## src/rtl/wishbone_bus_if_pkg.sv

```systemverilog
// Shared definitions for the Wishbone B4 classic master: FSM encodings,
// default widths and the timeout counter width helper.
package wishbone_bus_if_pkg;

   localparam logic [1:0] WB_IDLE           = 2'b00;
   localparam logic [1:0] WB_BUSY           = 2'b01;
   localparam logic [1:0] WB_WAIT_FOR_STALL = 2'b11;

   localparam int WB_DW      = 32;
   localparam int WB_AW      = 32;
   localparam int WB_STALL_W = 6;
   localparam int WB_TIMEOUT = 255;

   // A disabled timeout still needs a 1-bit counter to keep widths legal.
   function automatic int cnt_width(input int timeout);
      return (timeout == 0) ? 1 : $clog2(timeout + 1);
   endfunction

endpackage

```

## src/rtl/wishbone_bus_if.sv

```systemverilog
// Wishbone B4 classic master: turns the core's single-cycle memory port into
// bus cycles, stalling the pipeline while the slave inserts wait states.
module wishbone_bus_if
   import wishbone_bus_if_pkg::*;
#(
   parameter int DW      = WB_DW,
   parameter int AW      = WB_AW,
   parameter int STALL_W = WB_STALL_W,
   parameter int TIMEOUT = WB_TIMEOUT
) (
   input  logic               clk,
   input  logic               rst,
   input  logic [STALL_W-1:0] stall_i,
   input  logic               flush_i,
   input  logic               cpu_ce_i,
   input  logic [AW-1:0]      cpu_addr_i,
   input  logic               cpu_we_i,
   input  logic [DW/8-1:0]    cpu_sel_i,
   input  logic [DW-1:0]      cpu_data_i,
   output logic [DW-1:0]      cpu_data_o,
   output logic               stallreq_o,
   output logic               bus_err_o,
   input  logic [DW-1:0]      wishbone_data_i,
   input  logic               wishbone_ack_i,
   input  logic               wishbone_err_i,
   output logic [AW-1:0]      wishbone_addr_o,
   output logic [DW-1:0]      wishbone_data_o,
   output logic               wishbone_we_o,
   output logic [DW/8-1:0]    wishbone_sel_o,
   output logic               wishbone_stb_o,
   output logic               wishbone_cyc_o
);

   localparam int             CNT_W   = cnt_width(TIMEOUT);
   localparam logic [CNT_W-1:0] CNT_MAX = {CNT_W{1'b1}};

   logic [1:0]       state;
   logic [DW-1:0]    rd_buf;
   logic [CNT_W-1:0] cnt;

   logic timeout_hit;
   logic busy_flush;
   logic busy_abort;
   logic busy_ack;
   logic bus_end;

   // Priority inside BUSY: flush, then err/timeout, then ack.
   assign timeout_hit = (TIMEOUT != 0) && (cnt == CNT_W'(TIMEOUT - 1));
   assign busy_flush  = (state == WB_BUSY) && flush_i;
   assign busy_abort  = (state == WB_BUSY) && !flush_i && (wishbone_err_i || timeout_hit);
   assign busy_ack    = (state == WB_BUSY) && !flush_i && !busy_abort && wishbone_ack_i;
   assign bus_end     = busy_flush || busy_abort || busy_ack;

   always_ff @(posedge clk or negedge rst) begin
      if (!rst) begin
         state           <= WB_IDLE;
         rd_buf          <= '0;
         cnt             <= '0;
         wishbone_addr_o <= '0;
         wishbone_data_o <= '0;
         wishbone_we_o   <= 1'b0;
         wishbone_sel_o  <= '0;
         wishbone_stb_o  <= 1'b0;
         wishbone_cyc_o  <= 1'b0;
      end else begin
         // Bus outputs return to zero whenever a transfer ends for any reason.
         if (bus_end) begin
            wishbone_addr_o <= '0;
            wishbone_data_o <= '0;
            wishbone_we_o   <= 1'b0;
            wishbone_sel_o  <= '0;
            wishbone_stb_o  <= 1'b0;
            wishbone_cyc_o  <= 1'b0;
         end
         case (state)
            WB_IDLE: begin
               if (cpu_ce_i && !flush_i) begin
                  wishbone_addr_o <= cpu_addr_i;
                  wishbone_data_o <= cpu_data_i;
                  wishbone_we_o   <= cpu_we_i;
                  wishbone_sel_o  <= cpu_sel_i;
                  wishbone_stb_o  <= 1'b1;
                  wishbone_cyc_o  <= 1'b1;
                  cnt             <= '0;
                  rd_buf          <= '0;
                  state           <= WB_BUSY;
               end
            end
            WB_BUSY: begin
               if (busy_flush) begin
                  rd_buf <= '0;
                  state  <= WB_IDLE;
               end else if (busy_abort) begin
                  rd_buf <= '0;
                  state  <= (|stall_i) ? WB_WAIT_FOR_STALL : WB_IDLE;
               end else if (busy_ack) begin
                  if (!wishbone_we_o) rd_buf <= wishbone_data_i;
                  state <= (|stall_i) ? WB_WAIT_FOR_STALL : WB_IDLE;
               end else if (cnt != CNT_MAX) begin
                  cnt <= cnt + 1'b1;
               end
            end
            WB_WAIT_FOR_STALL: begin
               if (flush_i) begin
                  rd_buf <= '0;
                  state  <= WB_IDLE;
               end else if (stall_i == '0) begin
                  state <= WB_IDLE;
               end
            end
            default: state <= WB_IDLE;
         endcase
      end
   end

   always_comb begin
      stallreq_o = 1'b0;
      cpu_data_o = '0;
      bus_err_o  = 1'b0;
      case (state)
         WB_IDLE: stallreq_o = cpu_ce_i && !flush_i;
         WB_BUSY: begin
            if (busy_abort) begin
               bus_err_o = 1'b1;
            end else if (busy_ack) begin
               cpu_data_o = wishbone_we_o ? '0 : wishbone_data_i;
            end else if (!busy_flush) begin
               stallreq_o = 1'b1;
            end
         end
         WB_WAIT_FOR_STALL: cpu_data_o = rd_buf;
         default: ;
      endcase
   end

endmodule

```

## config.mk

```make
export PLATFORM = sky130hd
export DESIGN_NAME = wishbone_bus_if
export DESIGN_NICKNAME = d
export VERILOG_FILES = /design/src/rtl/wishbone_bus_if_pkg.sv /design/src/rtl/wishbone_bus_if.sv
export SDC_FILE = /design/constraint.sdc
export NUM_CORES = 1
export LEC_CHECK = 0
export CAP_MARGIN = 0
export CORE_AREA = 2 2 106 108
export DETAILED_ROUTE_END_ITERATION = 10
export DIE_AREA = 0 0 108 110
export GPL_TIMING_DRIVEN = 0
export PLACE_DENSITY_LB_ADDON = 0.08
export REMOVE_ABC_BUFFERS = 1
export SYNTH_ARGS = -nofsm -noshare
export SYNTH_HDL_FRONTEND = slang
export SYNTH_SLANG_ARGS = --single-unit
```

## constraint.sdc

```tcl
create_clock -name clk -period 5.89 [get_ports clk]
set_input_delay 1.178 -clock clk [delete_from_list [all_inputs] [get_ports clk]]
set_output_delay 1.178 -clock clk [all_outputs]
set_load 0.05 [all_outputs]
```

==> key figures, run 1 <==
Route
  • Routed len/inst: 18.5 um
  • DRC violations left: 0
  • Initial DRC count: 214
  • Via density: 5.49
  • Detail Route Antenna Nets: 0
  • Wirelength, routed: 13.5 mm
  • Vias: 3983
  • Pre-antenna DRT Iters: 4

Floorplan
  • Die width: 108 um
  • FP Rows: 38
  • Initial Util: 43.6%
  • Die area: 0.0119 sq mm
  • Total core area: 0.0107 sq mm
  • Die height: 110 um
  • Ports: 218

Power
  • PwrDens: 391 mW/mm^2
  • P_leak: 3.37 nW
  • Flop pwr share: 31.9%
  • Switching Power: 0.978 mW
  • Clock share of power: 37.8%
  • Internal power: 2.05 mW
  • Sw Share: 32.3%
  • Gate power share: 30.3%
  • Maximum vdd drop: 208 uV
  • Design Power: 3.03 mW

Setup path
  • Crit-path cells: clkdlybuf4s50_1 > nor2_1 > nand2_1 > nor3_4 > buf_8 > buf_8 > a22o_1 > clkdlybuf4s50_1
  • WS Path Type: input port to primary output
  • CP endpoint kind: primary output
  • FF-to-FF Start: cnt[0]$_DFFE_PN0P_
  • Critical Path Slowest Stage Cell: clkdlybuf4s50_1
  • Worst reg-to-reg path cell count: 9
  • CP peak stage delay: 0.81 ns
  • Crit path required time: 4.71 ns
  • Startpoint types: input port
  • FF-to-FF setup slack: 3.56 ns
  • CP top delay family: buffers and inverters
  • WP data arrival: 3.79 ns
  • Buf+Inv Stages, Crit Path: 4
  • CP Max Fanout: 30
  • FF-to-FF End: wishbone_data_o[10]$_DFF_PN0_

GRT
  • Vias in the first global route: 3919
  • GR Util All Layers: 22.6%
  • GRT overflow: 0
  • Initial antenna violation count: 0
  • Global-route wire length before repair: 20.7 mm
  • Largest net degree at the start of global routing: 71

Logic synthesis
  • EDFF count, synth: 0
  • Post-synthesis sequential area ratio: 60.7%
  • Top cells by instance count after synthesis: 133 x a22o_1, 113 x dfrtp_1, 16 x buf_2, 11 x clkbuf_1, 10 x nand2_1
  • Yosys warning count: 0
  • Synth Register Bits: 113
  • Synth cell types: 37
  • Top-area cell type share of the netlist area: 60.7%
  • Syn_area_per_cell: 13.1 sq um
  • Top cells by area, synth: dfrtp_1 61%, a22o_1 25%, buf_2 1.7%, clkbuf_1 0.89%, nand2_1 0.81%
  • Async SR Flop Fraction: 100%
  • Ys flop type: dfrtp_1
  • Most frequent cell after synthesis: a22o_1
  • Leading area contributor after synthesis: dfrtp_1
  • Post-Syn Area: 0.00466 sq mm
  • Cell count after synthesis: 356

STA
  • FMAX: 0.201 GHz
  • Least-Margin Pin Slew: 0.902 ns
  • RSZ-0062 raised after global routing: false
  • Final Hold Fails: 0
  • Max-slew violations: 0
  • Final worst-path cycle share: 84.3%
  • Setup TNS: 0 ns
  • Fin crit period: 4.97 ns
  • Max_slew headroom: 39.8%
  • Hold WS: 0.496 ns
  • Final Skew: 0.00755 ns
  • Final setup viols: 0

Clock network
  • Sink Count: 113
  • Clk buf depth: 2
  • Post-cts hold buffer count: 0
  • CTS tree: yes
  • Htree depth: 4
  • CTS resizes: 0
  • CTS clk-pin slew, worst paths: 0.06 ns
  • Clock Tree Root: clkbuf_8
  • CTS buffer count: 17
  • Clk_lat worst skew: 0.51 ns
  • Post-CTS Setup Inserts: 0

Placed design
  • Final GP Congestion: 0.868
  • Buffers on Ports: 217
  • Post-DP HPWL: 9.53 mm
  • DP Cell Count: 695

Layout
  • Final core occ: 72.4%
  • Antenna Cells: 0
  • Reg area: 0.00283 sq mm
  • Proportion of layout cells with a drive suffix above 1: 9.22%
  • Final std cells w/o fill: 726
  • Area grow syn2layout: 66.1%
  • Area of the multi-input gates: 0.00168 sq mm
  • Nets@finish: 689
  • Fillers: 784

Worst hold path
  • Worst min path class: flop to flop
  • Worst hold start: rd_buf[1]$_DFFE_PN0P_
  • Capture endpoint of the worst hold path: rd_buf[1]$_DFFE_PN0P_
  • Worst hold path cell count: 1

Run
  • Max_cap viols: 0

Run status
  • Status: completed
==> worst register-to-register path: stages, from the launching register on <==
cell and delay (ns):
dfrtp_1 0.45, inv_1 0.09, ha_1 0.21, nand3_1 0.10, nor2_2 0.38, o31ai_4 0.20
buf_8 0.21, buf_16 0.17, buf_8 0.17, a22o_1 0.25
==> metrics by stage <==
step	setup slack, ns	instance area, sq um
after floorplan	1.56	4520
after global placement	-0.665	6870
after detailed placement	0.930	7080
after CTS	0.929	7740
after global routing	0.741	7740
final	0.923	7740
==> cells in the final DEF, fill, tap and decap left out, types with 2 or more instances in the layout <==
| cell type | netlist | layout |
|---|---|---|
| a21oi_1 | 4 | 4 |
| clkbuf_16 | 0 | 16 |
| o31ai_1 | 3 | 3 |
| and3_1 | 2 | 2 |
| a22o_1 | 133 | 133 |
| clkinv_2 | 0 | 2 |
| dfrtp_1 | 113 | 113 |
| inv_1 | 5 | 5 |
| ha_1 | 2 | 2 |
| clkdlybuf4s50_1 | 0 | 216 |
| buf_16 | 0 | 3 |
| nor3_4 | 2 | 2 |
| o21a_1 | 2 | 2 |
| o311ai_0 | 3 | 3 |
| nand2_1 | 10 | 10 |
| and2_1 | 2 | 3 |
| nand3_1 | 4 | 4 |
| bufinv_16 | 0 | 6 |
| nor2_2 | 2 | 2 |
| o21ai_0 | 5 | 5 |
| nor3_1 | 3 | 3 |
| buf_8 | 0 | 7 |
| o21ai_1 | 4 | 3 |
| nor2_1 | 9 | 9 |
| nand2b_1 | 3 | 3 |
| clkbuf_8 | 0 | 4 |
| nand4_1 | 3 | 3 |
| clkinvlp_4 | 0 | 2 |
==> worst max path at each step <==
| stage | startpoint | end | depth (start not counted) |
|---|---|---|---|
| 5_1_grt | flush_i | cpu_data_o[19] | 8 |
| 3_5_place_dp | flush_i | cpu_data_o[19] | 8 |
| 6_report | flush_i | cpu_data_o[19] | 8 |
| 2_1_floorplan | flush_i | cpu_data_o[0] | 4 |
| 4_1_cts | flush_i | cpu_data_o[19] | 8 |
| 3_3_place_gp | rst | wishbone_addr_o[7]$_DFF_PN0_ | 1 |
==> state kept, by name (all words and copies together), names as in the netlist <==
register / flops
wishbone_sel_o: 4
wishbone_cyc_o: 1
wishbone_we_o: 1
state: 2
rd_buf: 32
wishbone_data_o: 32
cnt: 8
wishbone_stb_o: 1
wishbone_addr_o: 32
==> kinds of logic (layout without fill, tap and decap cells) <==
family          after synthesis  count (layout)  synth area share (%)
compound gates              160             160                  29.6
flops                       113             113                  60.7
simple gates                 47              47                  5.82
buf+inv                      34             264                  3.41
fa+ha+maj                     2               2                 0.537
==> routing by layer <==
metal	global-route usage, %	part of all wire (%)	vias up
met1	28.9	41	1983
met5	0	0	-
met3	7.23	7.2	21
li1	-	-	1832
met2	35.9	50	147
met4	8.88	1.8	0
==> power by group through the flow <==
stage / sequential [mW] / clock (mW) / combinational, mW
after global placement: 0.970 / 0 / 0.876
after CTS: 0.965 / 1.17 / 0.925
after detailed placement: 0.974 / 0 / 0.918
after floorplan: 1.29 / 0 / 0.203
final: 0.965 / 1.14 / 0.918
after global routing: 0.981 / 1.21 / 0.961
==> area by class of cell <==
| cell class | count | area share (%) |
|---|---|---|
| clock buffers | 21 | 5.93 |
| clock inverters | 10 | 2.65 |
| inverters | 5 | 0.242 |
| multi-input cells | 209 | 21.7 |
| flip-flops and latches | 113 | 36.5 |
| well taps | 140 | 2.26 |
| repair buffers | 228 | 30.7 |
Power figures use the tool's default switching activity.
==> run 2, diff against run 1 <==
CORE_AREA = 2 2 110 112   (was 2 2 106 108)
DIE_AREA = 0 0 112 114   (was 0 0 108 110)
clock period = 4.9 ns   (was 5.89 ns; I/O delays follow)
==> key figures, run 2 (synthesized netlist as in run 1, its figures left out) <==
Setup path
  • CP top delay family: buffers and inverters (unchanged)
  • CP Max Fanout: 30 (unchanged)
  • CP peak stage delay: 0.82 ns (was 0.81 ns)
  • Crit path required time: 3.92 ns (was 4.71 ns)
  • Buf+Inv Stages, Crit Path: 4 (unchanged)
  • Critical Path Slowest Stage Cell: clkdlybuf4s50_1 (unchanged)
  • Cell count along the critical path: 8 (unchanged)
  • Crit-path cells: clkdlybuf4s50_1 > nor2_1 > nand2_1 > nor3_4 > buf_16 > buf_16 > a22o_1 > clkdlybuf4s50_1 (was clkdlybuf4s50_1 > nor2_1 > nand2_1 > nor3_4 > buf_8 > buf_8 > a22o_1 > clkdlybuf4s50_1)
  • Startpoint types: input port (unchanged)
  • WP data arrival: 3.60 ns (was 3.79 ns)
  • CP endpoint kind: primary output (unchanged)
  • WS Path Type: input port to primary output (unchanged)
  • Worst reg-to-reg path cell count: 8 (was 9)

GRT
  • Largest net degree at the start of global routing: 58 (was 71)
  • Initial antenna violation count: 0 (unchanged)
  • GR Util All Layers: 21.0% (was 22.6%)
  • Vias in the first global route: 4043 (was 3919)
  • GRT overflow: 0 (unchanged)
  • Global-route wire length before repair: 21.0 mm (was 20.7 mm)

Power
  • P_leak: 3.39 nW (was 3.37 nW)
  • Maximum vdd drop: 269 uV (was 208 uV)
  • PwrDens: 471 mW/mm^2 (was 391 mW/mm^2)
  • Design Power: 3.67 mW (was 3.03 mW)

Layout
  • Biggest registers after layout: rd_buf x32, wishbone_addr_o x32, wishbone_data_o x32 (unchanged)
  • Area of the multi-input gates: 0.00168 sq mm (unchanged)
  • Reg area: 0.00283 sq mm (unchanged)
  • Most common cell after layout, fill and taps aside: clkdlybuf4s50_1 (unchanged)
  • Most frequent cells in the layout: 216 x clkdlybuf4s50_1, 133 x a22o_1, 113 x dfrtp_1, 17 x clkbuf_16, 10 x nand2_1 (was 216 x clkdlybuf4s50_1, 133 x a22o_1, 113 x dfrtp_1, 16 x clkbuf_16, 10 x nand2_1)
  • Antenna Cells: 0 (unchanged)
  • Proportion of layout cells with a drive suffix above 1: 9.03% (was 9.22%)
  • Final std cells w/o fill: 734 (was 726)
  • Nets@finish: 689 (unchanged)
  • Fillers: 908 (was 784)
  • Area grow syn2layout: 67.4% (was 66.1%)

Floorplan
  • Die area: 0.0128 sq mm (was 0.0119 sq mm)
  • Total core area: 0.0117 sq mm (was 0.0107 sq mm)
  • Ports: 218 (unchanged)
  • Die width: 112 um (was 108 um)
  • Die height: 114 um (was 110 um)
  • Initial Util: 39.8% (was 43.6%)
  • FP Rows: 40 (was 38)

Clock network
  • Post-cts hold buffer count: 0 (unchanged)
  • CTS tree: yes (unchanged)
  • Clk_lat worst skew: 0.40 ns (was 0.51 ns)
  • Post-CTS Setup Inserts: 0 (unchanged)
  • Sink Count: 113 (unchanged)
  • Clk buf depth: 2 (unchanged)
  • Htree depth: 4 (unchanged)
  • Clock Tree Root: clkbuf_16 (was clkbuf_8)
  • CTS resizes: 0 (unchanged)
  • CTS clk-pin slew, worst paths: 0.05 ns (was 0.06 ns)
  • CTS buffer count: 17 (unchanged)

STA
  • Setup TNS: 0 ns (unchanged)
  • Fin crit period: 4.58 ns
  • Max_slew headroom: 57.0% (was 39.8%)
  • FMAX: 0.218 GHz
  • Final worst-path cycle share: 93.5%
  • RSZ-0062 raised after global routing: false (unchanged)
  • Final setup viols: 0 (unchanged)
  • Max-slew violations: 0 (unchanged)
  • Final Hold Fails: 0 (unchanged)
  • Least-Margin Pin Slew: 0.645 ns (was 0.902 ns)
  • Final Skew: 0.0145 ns (was 0.00755 ns)

Placed design
  • DP Cell Count: 702 (was 695)
  • Final GP Congestion: 0.784 (was 0.868)
  • Buffers on Ports: 217 (unchanged)
  • Post-DP HPWL: 9.24 mm (was 9.53 mm)

Route
  • Initial DRC count: 284 (was 214)
  • Detail Route Antenna Nets: 0 (unchanged)
  • Vias: 3940 (was 3983)
  • Wirelength, routed: 13.3 mm (was 13.5 mm)
  • Routed len/inst: 18.2 um (was 18.5 um)
  • Pre-antenna DRT Iters: 4 (unchanged)
  • Via density: 5.37 (was 5.49)
  • DRC violations left: 0 (unchanged)

Run
  • Max_cap viols: 0 (unchanged)

Run status
  • Status: completed (unchanged)

Worst hold path
  • Worst min path class: flop to flop (unchanged)
  • Worst hold path cell count: 2 (was 1)
## run 2: changes by cell type in the layout (fill, tap and decap cells not counted), sizes merged
cell / delta
clkinvlp: -1
clkbuf: +2
## run 2: path summary, 6_finish.rpt
path	startpoint	to	slack (ns)
worst max-delay path	flush_i	cpu_data_o[4]	0.32
worst min-delay path	wishbone_stb_o$_DFF_PN0_	wishbone_stb_o$_DFF_PN0_	0.48
worst max register to register	cnt[0]$_DFFE_PN0P_	wishbone_data_o[20]$_DFF_PN0_	2.74
worst min register to register	wishbone_stb_o$_DFF_PN0_	wishbone_stb_o$_DFF_PN0_	0.48
max in group asynchronous	rst	wishbone_sel_o[2]$_DFF_PN0_	3.71
min in group asynchronous	rst	rd_buf[0]$_DFFE_PN0P_	0.53
## run 2: routing by layer
| layer | share of wire [%] | global-route usage (%) |
|---|---|---|
| met1 | 43 | 26.2 |
| met2 | 47 | 33.1 |
| met3 | 9.1 | 8.77 |
| met4 | 1.4 | 7.24 |
| met5 | 0 | 0 |
## run 2: tightest hold or removal path, delay by kind of cell, from the launching register on
kind / cells / cell delay (ns)
DFF: 1 / 0.34
and+or+nand+nor: 2 / 0.11
## run 2: area by class of cell
type                    instances  area share (%)
clock buffers                  23            6.13
clock inverters                 9            2.58
inverters                       5           0.241
multi-input cells             209            21.5
flip-flops and latches        113            36.2
well taps                     147            2.36
repair buffers                228            30.9
## run 2: where the power goes
group	switching (mW)	internal, mW	leakage [nW]
clock	0.409	0.994	0.328
sequential	0.0928	1.07	1.51
combinational	0.675	0.432	1.55
total	1.18	2.50	3.39
## run 2: through the flow
| stage | util (%) | hold slack (ns) | worst slack (ns) | area (sq um) |
|---|---|---|---|---|
| after global routing | 66.6 | 0.512 | 0.212 | 7800 |
| after CTS | 66.6 | 0.490 | 0.317 | 7800 |
| after detailed placement | 60.8 | 0.476 | 0.349 | 7120 |
| after global placement | 58.7 | 0.483 | -1.51 | 6880 |
| final | 66.6 | 0.485 | 0.318 | 7800 |
| after floorplan | - | 0.467 | 0.965 | 4520 |
==> run 3, diff against run 2 <==
CTS_CLUSTER_SIZE = 14   (was unset)
==> results of run 3 <==
No change in the layout: final DEF, timing and power equal those of run 2.
